==> src/rtl/uart_pkg.sv <==
// Shared definitions for the configurable UART receiver.
//   rx_state_t    : receiver FSM states
//   parity_mode_t : encoding of the parity_mode configuration input
//   parity_enabled: true when a parity bit is present in the frame
package uart_pkg;

    typedef enum logic [2:0] {
        ST_IDLE       = 3'd0,
        ST_START      = 3'd1,
        ST_DATA       = 3'd2,
        ST_PARITY     = 3'd3,
        ST_STOP1      = 3'd4,
        ST_STOP2      = 3'd5,
        ST_BREAK_WAIT = 3'd6
    } rx_state_t;

    typedef enum logic [1:0] {
        PARITY_NONE = 2'b00,
        PARITY_EVEN = 2'b01,
        PARITY_ODD  = 2'b10,
        PARITY_RSVD = 2'b11   // behaves as no parity
    } parity_mode_t;

    function automatic logic parity_enabled(input logic [1:0] mode);
        return (mode == PARITY_EVEN) || (mode == PARITY_ODD);
    endfunction

endpackage

==> src/rtl/uart_bit_timer.sv <==
// Bit-period counter for the UART receiver.
//   clock, reset_n : clock and asynchronous active-low reset
//   clear          : forces the count back to 0 on the next edge
//   bit_length     : clock periods per bit minus 1
//   mid_bit        : count is at the bit centre (bit_length >> 1)
//   end_bit        : count is at the last cycle of the bit period
module uart_bit_timer #(
    parameter int BIT_LENGTH_WIDTH = 16
) (
    input  logic                        clock,
    input  logic                        reset_n,
    input  logic                        clear,
    input  logic [BIT_LENGTH_WIDTH-1:0] bit_length,
    output logic                        mid_bit,
    output logic                        end_bit
);

    logic [BIT_LENGTH_WIDTH-1:0] count_reg;

    assign end_bit = (count_reg == bit_length);
    assign mid_bit = (count_reg == (bit_length >> 1));

    always_ff @(posedge clock or negedge reset_n) begin
        if (!reset_n) begin
            count_reg <= '0;
        end else if (clear || end_bit) begin
            count_reg <= '0;
        end else begin
            count_reg <= count_reg + BIT_LENGTH_WIDTH'(1);
        end
    end

endmodule

==> src/rtl/uart_rx_cfg.sv <==
// Configurable UART receiver with ready/valid result handshake.
//   clock, reset_n  : clock and asynchronous active-low reset
//   rxd             : asynchronous serial line, idle high
//   bit_length      : clock periods per bit minus 1 (sampled in IDLE)
//   parity_mode     : 00 none, 01 even, 10 odd, 11 none (sampled in IDLE)
//   two_stop        : check a second stop bit (sampled in IDLE)
//   data/valid/ready: received word, LSB first on the line, and handshake
//   frame_error, parity_error, break_detect : per-frame flags, qualified by valid
//   overrun         : one-cycle pulse when a completed frame is dropped
module uart_rx_cfg
    import uart_pkg::*;
#(
    parameter int BIT_LENGTH_WIDTH = 16,
    parameter int DATA_WIDTH       = 8
) (
    input  logic                        clock,
    input  logic                        reset_n,
    input  logic                        rxd,
    input  logic [BIT_LENGTH_WIDTH-1:0] bit_length,
    input  logic [1:0]                  parity_mode,
    input  logic                        two_stop,
    output logic [DATA_WIDTH-1:0]       data,
    output logic                        valid,
    input  logic                        ready,
    output logic                        frame_error,
    output logic                        parity_error,
    output logic                        break_detect,
    output logic                        overrun
);

    localparam int BIT_CNT_WIDTH = 4;
    localparam logic [BIT_CNT_WIDTH-1:0] LAST_BIT = BIT_CNT_WIDTH'(DATA_WIDTH - 1);

    logic [1:0]                  sync_reg;
    logic                        rx_line;
    rx_state_t                   state_reg;
    logic [BIT_LENGTH_WIDTH-1:0] cfg_bit_length_reg;
    logic [1:0]                  cfg_parity_reg;
    logic                        cfg_two_stop_reg;
    logic [DATA_WIDTH-1:0]       shift_reg;
    logic [BIT_CNT_WIDTH-1:0]    bit_cnt_reg;
    logic                        parity_bit_reg;
    logic                        parity_err_acc_reg;
    logic                        frame_err_acc_reg;
    logic [DATA_WIDTH-1:0]       data_reg;
    logic                        valid_reg;
    logic                        frame_error_reg;
    logic                        parity_error_reg;
    logic                        break_detect_reg;
    logic                        overrun_reg;

    logic timer_clear;
    logic mid_bit;
    logic end_bit_unused;   // bit period wrap is handled inside the timer
    logic is_break;
    logic done;
    logic done_fe;
    logic done_pe;

    // Two-flop synchronizer; the line idles high so it resets to 11.
    always_ff @(posedge clock or negedge reset_n) begin
        if (!reset_n) begin
            sync_reg <= 2'b11;
        end else begin
            sync_reg <= {sync_reg[0], rxd};
        end
    end
    assign rx_line = sync_reg[1];

    // Holding the timer clear in IDLE makes the count start at 0 in START.
    assign timer_clear = (state_reg == ST_IDLE) || (state_reg == ST_BREAK_WAIT);

    uart_bit_timer #(
        .BIT_LENGTH_WIDTH(BIT_LENGTH_WIDTH)
    ) u_bit_timer (
        .clock     (clock),
        .reset_n   (reset_n),
        .clear     (timer_clear),
        .bit_length(cfg_bit_length_reg),
        .mid_bit   (mid_bit),
        .end_bit   (end_bit_unused)
    );

    // Frame completion is decided at the centre of the last stop bit. A break
    // finishes at the first stop bit even when two stop bits are configured.
    always_comb begin
        is_break = 1'b0;
        done     = 1'b0;
        done_fe  = 1'b0;
        done_pe  = parity_err_acc_reg;
        if (mid_bit) begin
            if (state_reg == ST_STOP1) begin
                is_break = !rx_line && (shift_reg == '0) &&
                           !(parity_enabled(cfg_parity_reg) && parity_bit_reg);
                if (is_break || !cfg_two_stop_reg) begin
                    done    = 1'b1;
                    done_fe = !rx_line;
                end
            end else if (state_reg == ST_STOP2) begin
                done    = 1'b1;
                done_fe = frame_err_acc_reg | !rx_line;
            end
        end
        if (is_break) begin
            done_pe = 1'b0;
        end
    end

    always_ff @(posedge clock or negedge reset_n) begin
        if (!reset_n) begin
            state_reg          <= ST_IDLE;
            cfg_bit_length_reg <= '0;
            cfg_parity_reg     <= PARITY_NONE;
            cfg_two_stop_reg   <= 1'b0;
            shift_reg          <= '0;
            bit_cnt_reg        <= '0;
            parity_bit_reg     <= 1'b0;
            parity_err_acc_reg <= 1'b0;
            frame_err_acc_reg  <= 1'b0;
            data_reg           <= '0;
            valid_reg          <= 1'b0;
            frame_error_reg    <= 1'b0;
            parity_error_reg   <= 1'b0;
            break_detect_reg   <= 1'b0;
            overrun_reg        <= 1'b0;
        end else begin
            overrun_reg <= 1'b0;
            if (valid_reg && ready) begin
                valid_reg <= 1'b0;
            end
            // A held, unaccepted result wins over the new frame.
            if (done) begin
                if (valid_reg && !ready) begin
                    overrun_reg <= 1'b1;
                end else begin
                    data_reg         <= shift_reg;
                    valid_reg        <= 1'b1;
                    frame_error_reg  <= done_fe;
                    parity_error_reg <= done_pe;
                    break_detect_reg <= is_break;
                end
            end

            case (state_reg)
                ST_IDLE: begin
                    cfg_bit_length_reg <= bit_length;
                    cfg_parity_reg     <= parity_mode;
                    cfg_two_stop_reg   <= two_stop;
                    bit_cnt_reg        <= '0;
                    parity_bit_reg     <= 1'b0;
                    parity_err_acc_reg <= 1'b0;
                    frame_err_acc_reg  <= 1'b0;
                    if (!rx_line) begin
                        state_reg <= ST_START;
                    end
                end
                ST_START: begin
                    if (mid_bit) begin
                        state_reg <= rx_line ? ST_IDLE : ST_DATA;
                    end
                end
                ST_DATA: begin
                    if (mid_bit) begin
                        shift_reg   <= {rx_line, shift_reg[DATA_WIDTH-1:1]};
                        bit_cnt_reg <= bit_cnt_reg + BIT_CNT_WIDTH'(1);
                        if (bit_cnt_reg == LAST_BIT) begin
                            state_reg <= parity_enabled(cfg_parity_reg) ? ST_PARITY : ST_STOP1;
                        end
                    end
                end
                ST_PARITY: begin
                    if (mid_bit) begin
                        parity_bit_reg     <= rx_line;
                        // Even: XOR of word and parity must be 0; odd: must be 1.
                        parity_err_acc_reg <= (^shift_reg ^ rx_line) ^ (cfg_parity_reg == PARITY_ODD);
                        state_reg          <= ST_STOP1;
                    end
                end
                ST_STOP1: begin
                    if (mid_bit) begin
                        if (is_break) begin
                            state_reg <= ST_BREAK_WAIT;
                        end else if (done) begin
                            state_reg <= ST_IDLE;
                        end else begin
                            frame_err_acc_reg <= !rx_line;
                            state_reg         <= ST_STOP2;
                        end
                    end
                end
                ST_STOP2: begin
                    if (mid_bit) begin
                        state_reg <= ST_IDLE;
                    end
                end
                ST_BREAK_WAIT: begin
                    if (rx_line) begin
                        state_reg <= ST_IDLE;
                    end
                end
                default: state_reg <= ST_IDLE;
            endcase
        end
    end

    assign data         = data_reg;
    assign valid        = valid_reg;
    assign frame_error  = frame_error_reg;
    assign parity_error = parity_error_reg;
    assign break_detect = break_detect_reg;
    assign overrun      = overrun_reg;

endmodule

==> config.mk <==
export PLATFORM = sky130hd
export DESIGN_NAME = uart_rx_cfg
export DESIGN_NICKNAME = d
export VERILOG_FILES = /design/src/rtl/uart_pkg.sv /design/src/rtl/uart_bit_timer.sv /design/src/rtl/uart_rx_cfg.sv
export SDC_FILE = /design/constraint.sdc
export NUM_CORES = 1
export LEC_CHECK = 0
export CAP_MARGIN = 25
export CORE_MARGIN = 3
export CORE_UTILIZATION = 47
export CTS_CLUSTER_DIAMETER = 120
export DETAILED_ROUTE_END_ITERATION = 16
export PLACE_DENSITY = 0.73
export SLEW_MARGIN = 20
export SYNTH_ARGS = -nofsm -noshare
export SYNTH_HDL_FRONTEND = slang
export SYNTH_SLANG_ARGS = --single-unit
==> constraint.sdc <==
create_clock -name clock -period 2.05 [get_ports clock]
set_input_delay 0.3075 -clock clock [delete_from_list [all_inputs] [get_ports clock]]
set_output_delay 0.3075 -clock clock [all_outputs]
set_load 0.02 [all_outputs]
== Word level (Yosys, flattened, before mapping) ==
Index checks and enable logic that the tools add are counted.
W data, S select, Z words.

* $add $sub $neg: 2
* Equality and inequality tests: 21
* Muxes and demuxes: 40
* Bitwise operators: 4
* Reduce and logical (&&, ||, !) cells: 25

{| class="wikitable"
|+ Operators by type and width
! kind !! number
|-
| $mux W3 || 11
|-
| $mux W1 || 21
|-
| $pmux W3 S7 || 1
|-
| $ne A2 B2 Y1 const B || 10
|-
| $add A16 B1 Y16 const B || 1
|-
| $eq A16 B15 Y1 || 1
|-
| $eq A16 B16 Y1 || 1
|-
| $mux W16 || 1
|-
| $eq A3 B3 Y1 const B || 3
|-
| $logic_not A8 Y1 || 1
|-
| $pmux W4 S2 || 1
|-
| $reduce_and A2 Y1 || 4
|-
| $reduce_and A8 Y1 || 1
|-
| $reduce_xor A8 Y1 || 1
|-
| $eq A3 B2 Y1 const B || 2
|-
| $pmux W1 S2 || 3
|-
| $reduce_bool A2 Y1 || 3
|-
| $logic_and A1 B1 Y1 || 5
|-
| $add A4 B1 Y4 const B || 1
|-
| $eq A4 B3 Y1 const B || 1
|-
| $logic_not A1 Y1 || 4
|-
| $logic_or A1 B1 Y1 || 4
|-
| $mux W4 || 1
|-
| $reduce_and A4 Y1 || 1
|-
| 8 further kinds || 9
|}

* Flip-flop bits (word level): 68
* Input port bits: 23
* Output and inout bits: 13
* Logic and storage cells: 109

== Logic depth before layout (Yosys ltp) ==
Gate-level depths: netlist of run 1.

* Depth after elaboration: 13
* Gate-level depth with buffers: 8
* Mapped depth without buffers: 7

== Hierarchy ==
From an unflattened synthesis of run 1, not the netlist that was laid out.

* Cells, all modules: 340
* Area, all modules: 3677.3 µm²

{| class="wikitable"
|+ Modules (own cells, without submodules)
! module !! instances !! cells an instance !! area an instance (µm²) !! sequential area each (µm²)
|-
| uart_rx_cfg || 1 || 212 || 2489.9 || 1303.8
|-
| uart_bit_timer || 1 || 128 || 1187.4 || 400.4
|}

== Least setup slack after synthesis of run 1 ==
OpenSTA, ideal clock, no wires.

* Path kind: register to register
* Start: reg cfg_parity_reg[1]
* End: reg data_reg[2] (netlist: data[2])
* Arrival time: 1.752 ns
* Required time: 1.922 ns
* Setup slack: 0.170 ns
* Stages on the path, launching flop included: 8
* Buffers on the path: 1
* Cell sequence: dfrtp_1 > ha_1 > nand2b_1 > nand3_1 > a31oi_2 > nand3b_4 > buf_6 > mux2_1

* Word-level cells in the longest chain between the ends: 10
* Elaborated cells on any way between the ends: 11
* Classes of those cells: eq/ne (2); mux (3); reduce/logical (6)

{| class="wikitable"
|+ Ends and longest elaborated chain
! element !! line !! source
|-
| start, declared || uart_rx_cfg.sv:38 || <nowiki>logic [1:0] cfg_parity_reg;</nowiki>
|-
| start signal, assigned || uart_rx_cfg.sv:147 || <nowiki>cfg_parity_reg <= parity_mode;</nowiki>
|-
| $eq A2 B1 Y1 or $eq A2 B2 Y1 (tied branches) || uart_pkg.sv:25 || <nowiki>return (mode == PARITY_EVEN) || (mode == PARITY_ODD);</nowiki>
|-
| $logic_or A1 B1 Y1 * || uart_pkg.sv:25 ||
|-
| $logic_and A1 B1 Y1 * || uart_rx_cfg.sv:94 || <nowiki>!(parity_enabled(cfg_parity_reg) && parity_bit_reg);</nowiki>
|-
| $logic_not A1 Y1 * || uart_rx_cfg.sv:94 ||
|-
| $logic_and A1 B1 Y1 * || uart_rx_cfg.sv:93 || <nowiki>is_break = !rx_line && (shift_reg == '0) &&</nowiki>
|-
| $logic_or A1 B1 Y1 * || uart_rx_cfg.sv:95 || <nowiki>if (is_break || !cfg_two_stop_reg) begin</nowiki>
|-
| $mux W1 * || uart_rx_cfg.sv:95 ||
|-
| $mux W1 * || uart_rx_cfg.sv:92 || <nowiki>if (state_reg == ST_STOP1) begin</nowiki>
|-
| $mux W1 * || uart_rx_cfg.sv:91 || <nowiki>if (mid_bit) begin</nowiki>
|-
| $reduce_and A2 Y1 (no source line) * || -- ||
|-
| end signal, assigned || uart_rx_cfg.sv:136 || <nowiki>data_reg <= shift_reg;</nowiki>
|-
| end, declared || uart_rx_cfg.sv:45 || <nowiki>logic [DATA_WIDTH-1:0] data_reg;</nowiki>
|}

Every way passes the cells marked *; elsewhere a longest branch is shown, timed or not.
A chain may end at the register's enable or synchronous reset.

== Final worst setup path of run 1 ==
* Start: reg u_bit_timer.count_reg[4]
* End: reg bit_cnt_reg[2]

* Word-level cells in the longest chain between the ends: 3

{| class="wikitable"
|+ Ends and longest elaborated chain
! element !! line !! source
|-
| start, declared || uart_bit_timer.sv:18 || <nowiki>logic [BIT_LENGTH_WIDTH-1:0] count_reg;</nowiki>
|-
| start signal, assigned || uart_bit_timer.sv:29 || <nowiki>count_reg <= count_reg + BIT_LENGTH_WIDTH'(1);</nowiki>
|-
| $eq A16 B15 Y1 || uart_bit_timer.sv:21 || <nowiki>assign mid_bit = (count_reg == (bit_length >> 1));</nowiki>
|-
| $ne A2 B2 Y1 (no source line) || -- ||
|-
| $reduce_and A2 Y1 (no source line) || -- ||
|-
| end signal, assigned || uart_rx_cfg.sv:165 || <nowiki>bit_cnt_reg <= bit_cnt_reg + BIT_CNT_WIDTH'(1);</nowiki>
|-
| end, declared || uart_rx_cfg.sv:41 || <nowiki>logic [BIT_CNT_WIDTH-1:0] bit_cnt_reg;</nowiki>
|}

No other way between the ends.

==> key figures, run 1 <==
Critical path
  – Critical Path AT: between 2 and 2.5 ns
  – FF-to-FF End: bit_cnt_reg[2]
  – Reg2reg path depth: 8
  – R2R Setup Slk: -0.006 ns
  – CP Class: flop to flop
  – CP Max Fanout: 6
  – Critical path origin: u_bit_timer.count_reg[4]
  – CP required: around 2.3 ns
  – Critical path endpoint: bit_cnt_reg[2]
  – CP Launch Type: flop
  – Critical Path Sink Type: flop
  – Worst r2r src: u_bit_timer.count_reg[4]

Clocking
  – Clock root cell: clkbuf_8
  – Num CTS Buffers: 9
  – CTS tree: yes
  – Max clock buf depth: 2
  – CTS Sinks: ~70
  – Clock Latency Late Sink: 0.36 ns
  – H-tree levels: 3
  – Clk pin slew, worst setup/hold paths: 0.09 ns

Routing
  – Vias: between 2000 and 3000
  – Routed met2 length: roughly 3.4 mm
  – Highest routed layer: met4
  – Post-route ant nets: 0
  – Wirelength, routed: between 7 and 8 mm
  – Detailed Routing Iterations Pass 1: 4
  – Wire per inst: approximately 15 um
  – Residual DRC: 0
  – Iteration-0 DRC Markers: 149
  – Vias per inst: around 5.4
  – WL met3: between 300 and 400 um
  – DRT met1 WL: between 3 and 4 mm

Pwr
  – Total power: roughly 3100 uW
  – Leak Pwr: between 0.0015 and 0.002 uW
  – PwrDens: approximately 690 nW/um2
  – Max VDD drop: around 0.0004 V

Yosys
  – Post-synth top area share: 0.469
  – Most frequent cell after synthesis: dfrtp_1
  – Mapped cell area: 3520 um2
  – Post-synth ARST share: 1.00
  – Synth Flop Type: dfrtp_1
  – Top cells by count, synth: dfrtp_1 (66), xor2_1 (36), nor2_1 (27), mux2_2 (24), o21ai_0 (22)
  – Top post-synthesis cells by area: dfrtp_1 (47%), xor2_1 (9.0%), mux2_2 (7.7%)
  – #FFs+latches synth: slightly below 70
  – Sequential share of the synthesized area: 0.484
  – Post-synth top area cell: dfrtp_1
  – Post-synth net total: 361
  – Syn avg cell area: roughly 11 um2
  – Number of synthesized flops with an enable pin: 0
  – YS warnings: 0
  – Netlist cell types: 45
  – Cells after Synth: ~330

Hold path
  – Worst hold path class: flop to flop
  – Worst hold start: sync_reg[0]

Finish
  – N_diodes: 0
  – # fillers: 570
  – Fin nets: between 400 and 500
  – Layout area overhead: 27.7%
  – Final Cell Area: around 4500 um2
  – Share of cells above drive strength 1: 0.236

GRT
  – Global Route Usage Sum: 0.180
  – Number of global-route vias before repair: around 2500
  – Grt total ovfl: 0
  – Antenna violations before repair: 0
  – Global-route wire length before repair: 12.0 mm
  – Largest net degree at the start of global routing: 69

Floorplanning
  – Core ar.: 7020 um2
  – Die ar.: about 8600 um2
  – Initial Util: 0.501
  – Floorplan die height: around 90 um
  – Core Rows: 30
  – Ports: 36
  – Die width: 92.5 um

Timing
  – Final setup skew: slightly below 0.01 ns
  – Fin crit period: ~2 ns
  – Slew @ Worst Pin: 0.566 ns
  – Final setup vio count: 1
  – Slew headroom: 0.622
  – Hold_ws: 0.359 ns
  – RSZ-0062 raised after global routing: yes
  – Final worst path period share: 1.00
  – F_max: between 400 and 500 MHz
  – Final hold violation count: 0
  – Final WS setup: -0.00599 ns
  – Max Slew Vio Count: 0

Placement
  – Pre-CTS setup slack: -0.00143 ns
  – IO buf count: 35
  – DPL Wire Length: just over 5 mm
  – Gpl congestion: a little over 0.9
  – Placed Area: a little over 4000 um2

Status
  – Result of the run: complete, but fails checks
  – Failing checks: negative setup slack

Flow run
  – Maxcap violations: 0
[worst min-delay path by stage]
| stage | endpoint | cells past startpoint | slack, ns |
|---|---|---|---|
| floorplan | bit_cnt_reg[0] | 0 | 0.01 |
| global placement | sync_reg[1] | 0 | 0.35 |
| detailed placement | cfg_bit_length_reg[11] | 2 | 0.35 |
| CTS | sync_reg[0] | 1 | 0.35 |
| global route | sync_reg[0] | 1 | 0.34 |
| finish | sync_reg[1] | 0 | 0.36 |
[final cells by class]
type / count / area [um2] / share of cell area
timing repair buffer: 71 / 661 / 0.147
clock buffer: 9 / 124 / 0.0276
tap: 96 / 120 / 0.0267
clock inverter: 7 / 83.8 / 0.0187
multi-input combinational: 228 / 1750 / 0.388
sequential: 68 / 1700 / 0.379
inverter: 15 / 56.3 / 0.0125
[layer usage]
metal / vias to the layer above / track usage
met5: - / 0
met2: 81 / 0.257
met1: 1299 / 0.263
met3: 12 / 0.0333
li1: 1264 / -
met4: 0 / 0.0866
[layout by cell type, fill, tap and decap left out, types with 2 or more instances in the layout]
| master | n |
|---|---|
| nand3b_4 | 2 |
| o31ai_1 | 3 |
| dfstp_2 | 2 |
| clkinv_4 | 2 |
| inv_2 | 2 |
| xnor2_1 | 14 |
| and2_1 | 2 |
| mux2_1 | 6 |
| nand3b_1 | 2 |
| buf_4 | 29 |
| clkbuf_8 | 9 |
| nor2_1 | 27 |
| nand4_1 | 3 |
| nand2_1 | 16 |
| buf_12 | 3 |
| or4_1 | 2 |
| o21ai_0 | 21 |
| inv_1 | 13 |
| or4_4 | 2 |
| buf_2 | 2 |
| o211ai_1 | 4 |
| nand2b_1 | 4 |
| nor2b_1 | 3 |
| buf_6 | 2 |
| nor4_2 | 2 |
| nand3_1 | 9 |
| a22oi_1 | 2 |
| inv_6 | 2 |
| nor4_1 | 8 |
| xor2_1 | 36 |
| ha_1 | 6 |
| and3_1 | 2 |
| dfrtp_1 | 66 |
| mux2_2 | 24 |
| clkdlybuf4s50_1 | 34 |
| nor3_1 | 6 |
[critical path, stage by stage, from the launching register on]
cell	delay (ns)
dfrtp_1	0.39
xor2_1	0.17
nor4_2	0.37
nand4_1	0.23
buf_4	0.19
buf_2	0.15
buf_4	0.15
o31ai_4	0.23
a21oi_2	0.09
[power by group]
part	internal (uW)	switching (uW)	leakage, uW
clock	582	587	0.000102
combinational	237	222	0.000997
sequential	1410	55.2	0.000886
total	2230	864	0.00199
[through the flow]
step / utilization / TNS (ns) / cells
after floorplan: - / 0 / 331
after global placement: 0.588 / 0 / 468
after detailed placement: 0.588 / -0.00237 / 468
after CTS: 0.619 / -0.0195 / 485
after global routing: 0.640 / -0.681 / 494
final: 0.640 / -0.00599 / 494
[logic make-up after synthesis]
| logic type | after synthesis | synth area share |
|---|---|---|
| XOR/XNOR | 50 | 0.124 |
| buffers and inverters | 36 | 0.0462 |
| adder cells (fa/ha/maj) | 7 | 0.0249 |
| flip-flops | 68 | 0.484 |
| multiplexers | 30 | 0.0960 |
| AND/OR/NAND/NOR | 99 | 0.151 |
| AO/OA/AOI/OAI | 41 | 0.0729 |
[what timing repair did]
action	4_1_cts	5_1_grt
hold endpoints to repair	66	0
pin swaps	0	11
resized for setup	1	17
cloned	0	2
hold buffers	1	0
setup endpoints to repair	5	23
setup buffers	0	7
Power figures use the tool's default switching activity.
==> inputs of run 2 (changes only) <==
--- a/config.mk
+++ b/config.mk
@@ -5,12 +5,12 @@
 export SDC_FILE = /design/constraint.sdc
 export NUM_CORES = 1
 export LEC_CHECK = 0
-export CAP_MARGIN = 25
+export CAP_MARGIN = 20
 export CORE_MARGIN = 3
 export CORE_UTILIZATION = 47
 export CTS_CLUSTER_DIAMETER = 120
 export DETAILED_ROUTE_END_ITERATION = 16
-export PLACE_DENSITY = 0.73
+export PLACE_DENSITY = 0.8
 export SLEW_MARGIN = 20
 export SYNTH_ARGS = -nofsm -noshare
 export SYNTH_HDL_FRONTEND = slang
==> key figures, run 2 (same netlist as run 1, synthesis figures left out) <==
Clocking
  – Clock root cell: clkbuf_8
  – CTS tree: yes
  – CTS Sinks: 68
  – Max clock buf depth: 2
  – Num CTS Buffers: 9
  – Clk pin slew, worst setup/hold paths: 0.07 ns
  – Clock Latency Late Sink: about 0.35 ns
  – H-tree levels: 3

Finish
  – Non-filler instance count after layout: 494
  – Layout area overhead: 26.2%
  – Fin nets: ~420
  – Commonest non-fill, non-tap cell in the layout: dfrtp_1
  – Most frequent cells in the layout: dfrtp_1 (66), xor2_1 (36), clkdlybuf4s50_1 (34)
  – Share of cells above drive strength 1: 0.219
  – N_diodes: 0
  – # fillers: 577
  – Area of the multi-input gates: around 1700 um2
  – Register Area: roughly 1700 um2

Routing
  – Residual DRC: 0
  – Iteration-0 DRC Markers: 143
  – Wire per inst: approximately 16 um
  – Detailed Routing Iterations Pass 1: 4
  – Post-route ant nets: 0
  – Wirelength, routed: approximately 7.7 mm
  – Vias per inst: roughly 5.4
  – Vias: around 2600

Pwr
  – Max VDD drop: 0.000382 V
  – Leak Pwr: just under 0.002 uW
  – PwrDens: 709 nW/um2
  – Total power: roughly 3100 uW

Timing
  – Final hold violation count: 0
  – Fin crit period: roughly 2.0 ns
  – Slew headroom: 0.696
  – Slew @ Worst Pin: approximately 0.46 ns
  – RSZ-0062 raised after global routing: yes
  – Max Slew Vio Count: 0
  – Hold_ws: 0.362 ns
  – Final WS setup: ~0.031 ns
  – Final worst path period share: 0.985
  – F_max: 495 MHz
  – Final setup skew: around 0.011 ns
  – Final setup vio count: 0

Hold path
  – Hold Path Depth: 1
  – Worst hold path class: input pin to flop
  – Worst hold start: rxd
  – Hold Crit Endpoint: sync_reg[0]

Critical path
  – Reg2reg path depth: 6
  – Critical Path AT: ~2.3 ns
  – Critical Path Sink Type: flop
  – CP Class: flop to flop
  – Worst r2r src: cfg_bit_length_reg[6]
  – R2R Setup Slk: between 0.03 and 0.04 ns
  – CP Launch Type: flop
  – FF-to-FF End: bit_cnt_reg[2]
  – CP required: 2.32 ns
  – CP Max Fanout: 15

Status
  – Result of the run: completed

Placement
  – IO buf count: 35
  – # placed instances: roughly 470
  – Pre-CTS setup slack: -0.0354 ns
  – Gpl congestion: about 0.91
  – DPL Wire Length: roughly 5.2 mm

Floorplanning
  – Core ar.: 7020 um2
  – Die ar.: 8560 um2
  – Floorplan die height: around 90 um
  – Die width: ~93 um
  – Ports: 36
  – Core Rows: 30
  – Initial Util: 0.501

GRT
  – Number of global-route vias before repair: 2647
  – Global Route Usage Sum: 0.187
  – Largest net degree at the start of global routing: slightly below 70
  – Antenna violations before repair: 0
  – Grt total ovfl: 0
  – Global-route wire length before repair: about 13 mm

Flow run
  – Maxcap violations: 0
run 2: power by group:
group	switching, uW	internal [uW]	total (uW)
clock	528	718	1250
combinational	214	223	437
sequential	54.2	1410	1470
total	796	2350	3150
run 2: layer usage:
| metal | vias to the layer above | global-route usage | wire, um |
|---|---|---|---|
| met5 | - | 0 | 0 |
| met3 | 14 | 0.0447 | 410 |
| met1 | 1301 | 0.262 | 3650 |
| met4 | 0 | 0.0817 | 165 |
| met2 | 70 | 0.276 | 3440 |
| li1 | 1263 | - | - |
run 2: stage by stage:
stage / TNS [ns] / cell area, um2 / util
floorplan: 0 / 3520 / -
global placement: 0 / 4130 / 0.588
detailed placement: -0.0423 / 4130 / 0.588
CTS: 0 / 4370 / 0.623
global route: -0.329 / 4440 / 0.633
finish: 0 / 4440 / 0.633
run 2: worst max-delay path: stages, from the launching register on:
cell and delay, ns:
dfrtp_1 0.41, xor2_1 0.18, nor4_2 0.34, nand4_1 0.16, buf_6 0.19, or4_1 0.48, a21oi_1 0.18
run 2: timing repair:
action,in CTS,in global routing
setup buffers,0,4
hold buffers,1,0
gates resized for setup,2,4
setup endpoints to repair,7,17
endpoints found under the hold margin,66,0
cloned,0,1
pin swaps,0,2
run 2: how the worst max path moves through the flow:
stage / startpoint / endpoint / cells past startpoint
3_3_place_gp: cfg_bit_length_reg[5] / shift_reg[7] / 6
3_5_place_dp: cfg_parity_reg[0] / frame_err_acc_reg / 8
2_1_floorplan: cfg_parity_reg[1] / data[2] / 7
6_report: cfg_bit_length_reg[6] / bit_cnt_reg[2] / 6
4_1_cts: cfg_parity_reg[0] / frame_err_acc_reg / 8
5_1_grt: cfg_bit_length_reg[6] / frame_err_acc_reg / 6
run 2: area by class of cell:
| cell class | instances | area share |
|---|---|---|
| Sequential cell | 68 | 0.384 |
| Multi-Input combinational cell | 228 | 0.383 |
| Timing Repair Buffer | 71 | 0.143 |
| Clock buffer | 10 | 0.0310 |
| Tap cell | 96 | 0.0270 |
| Clock inverter | 6 | 0.0194 |
| Inverter | 15 | 0.0127 |
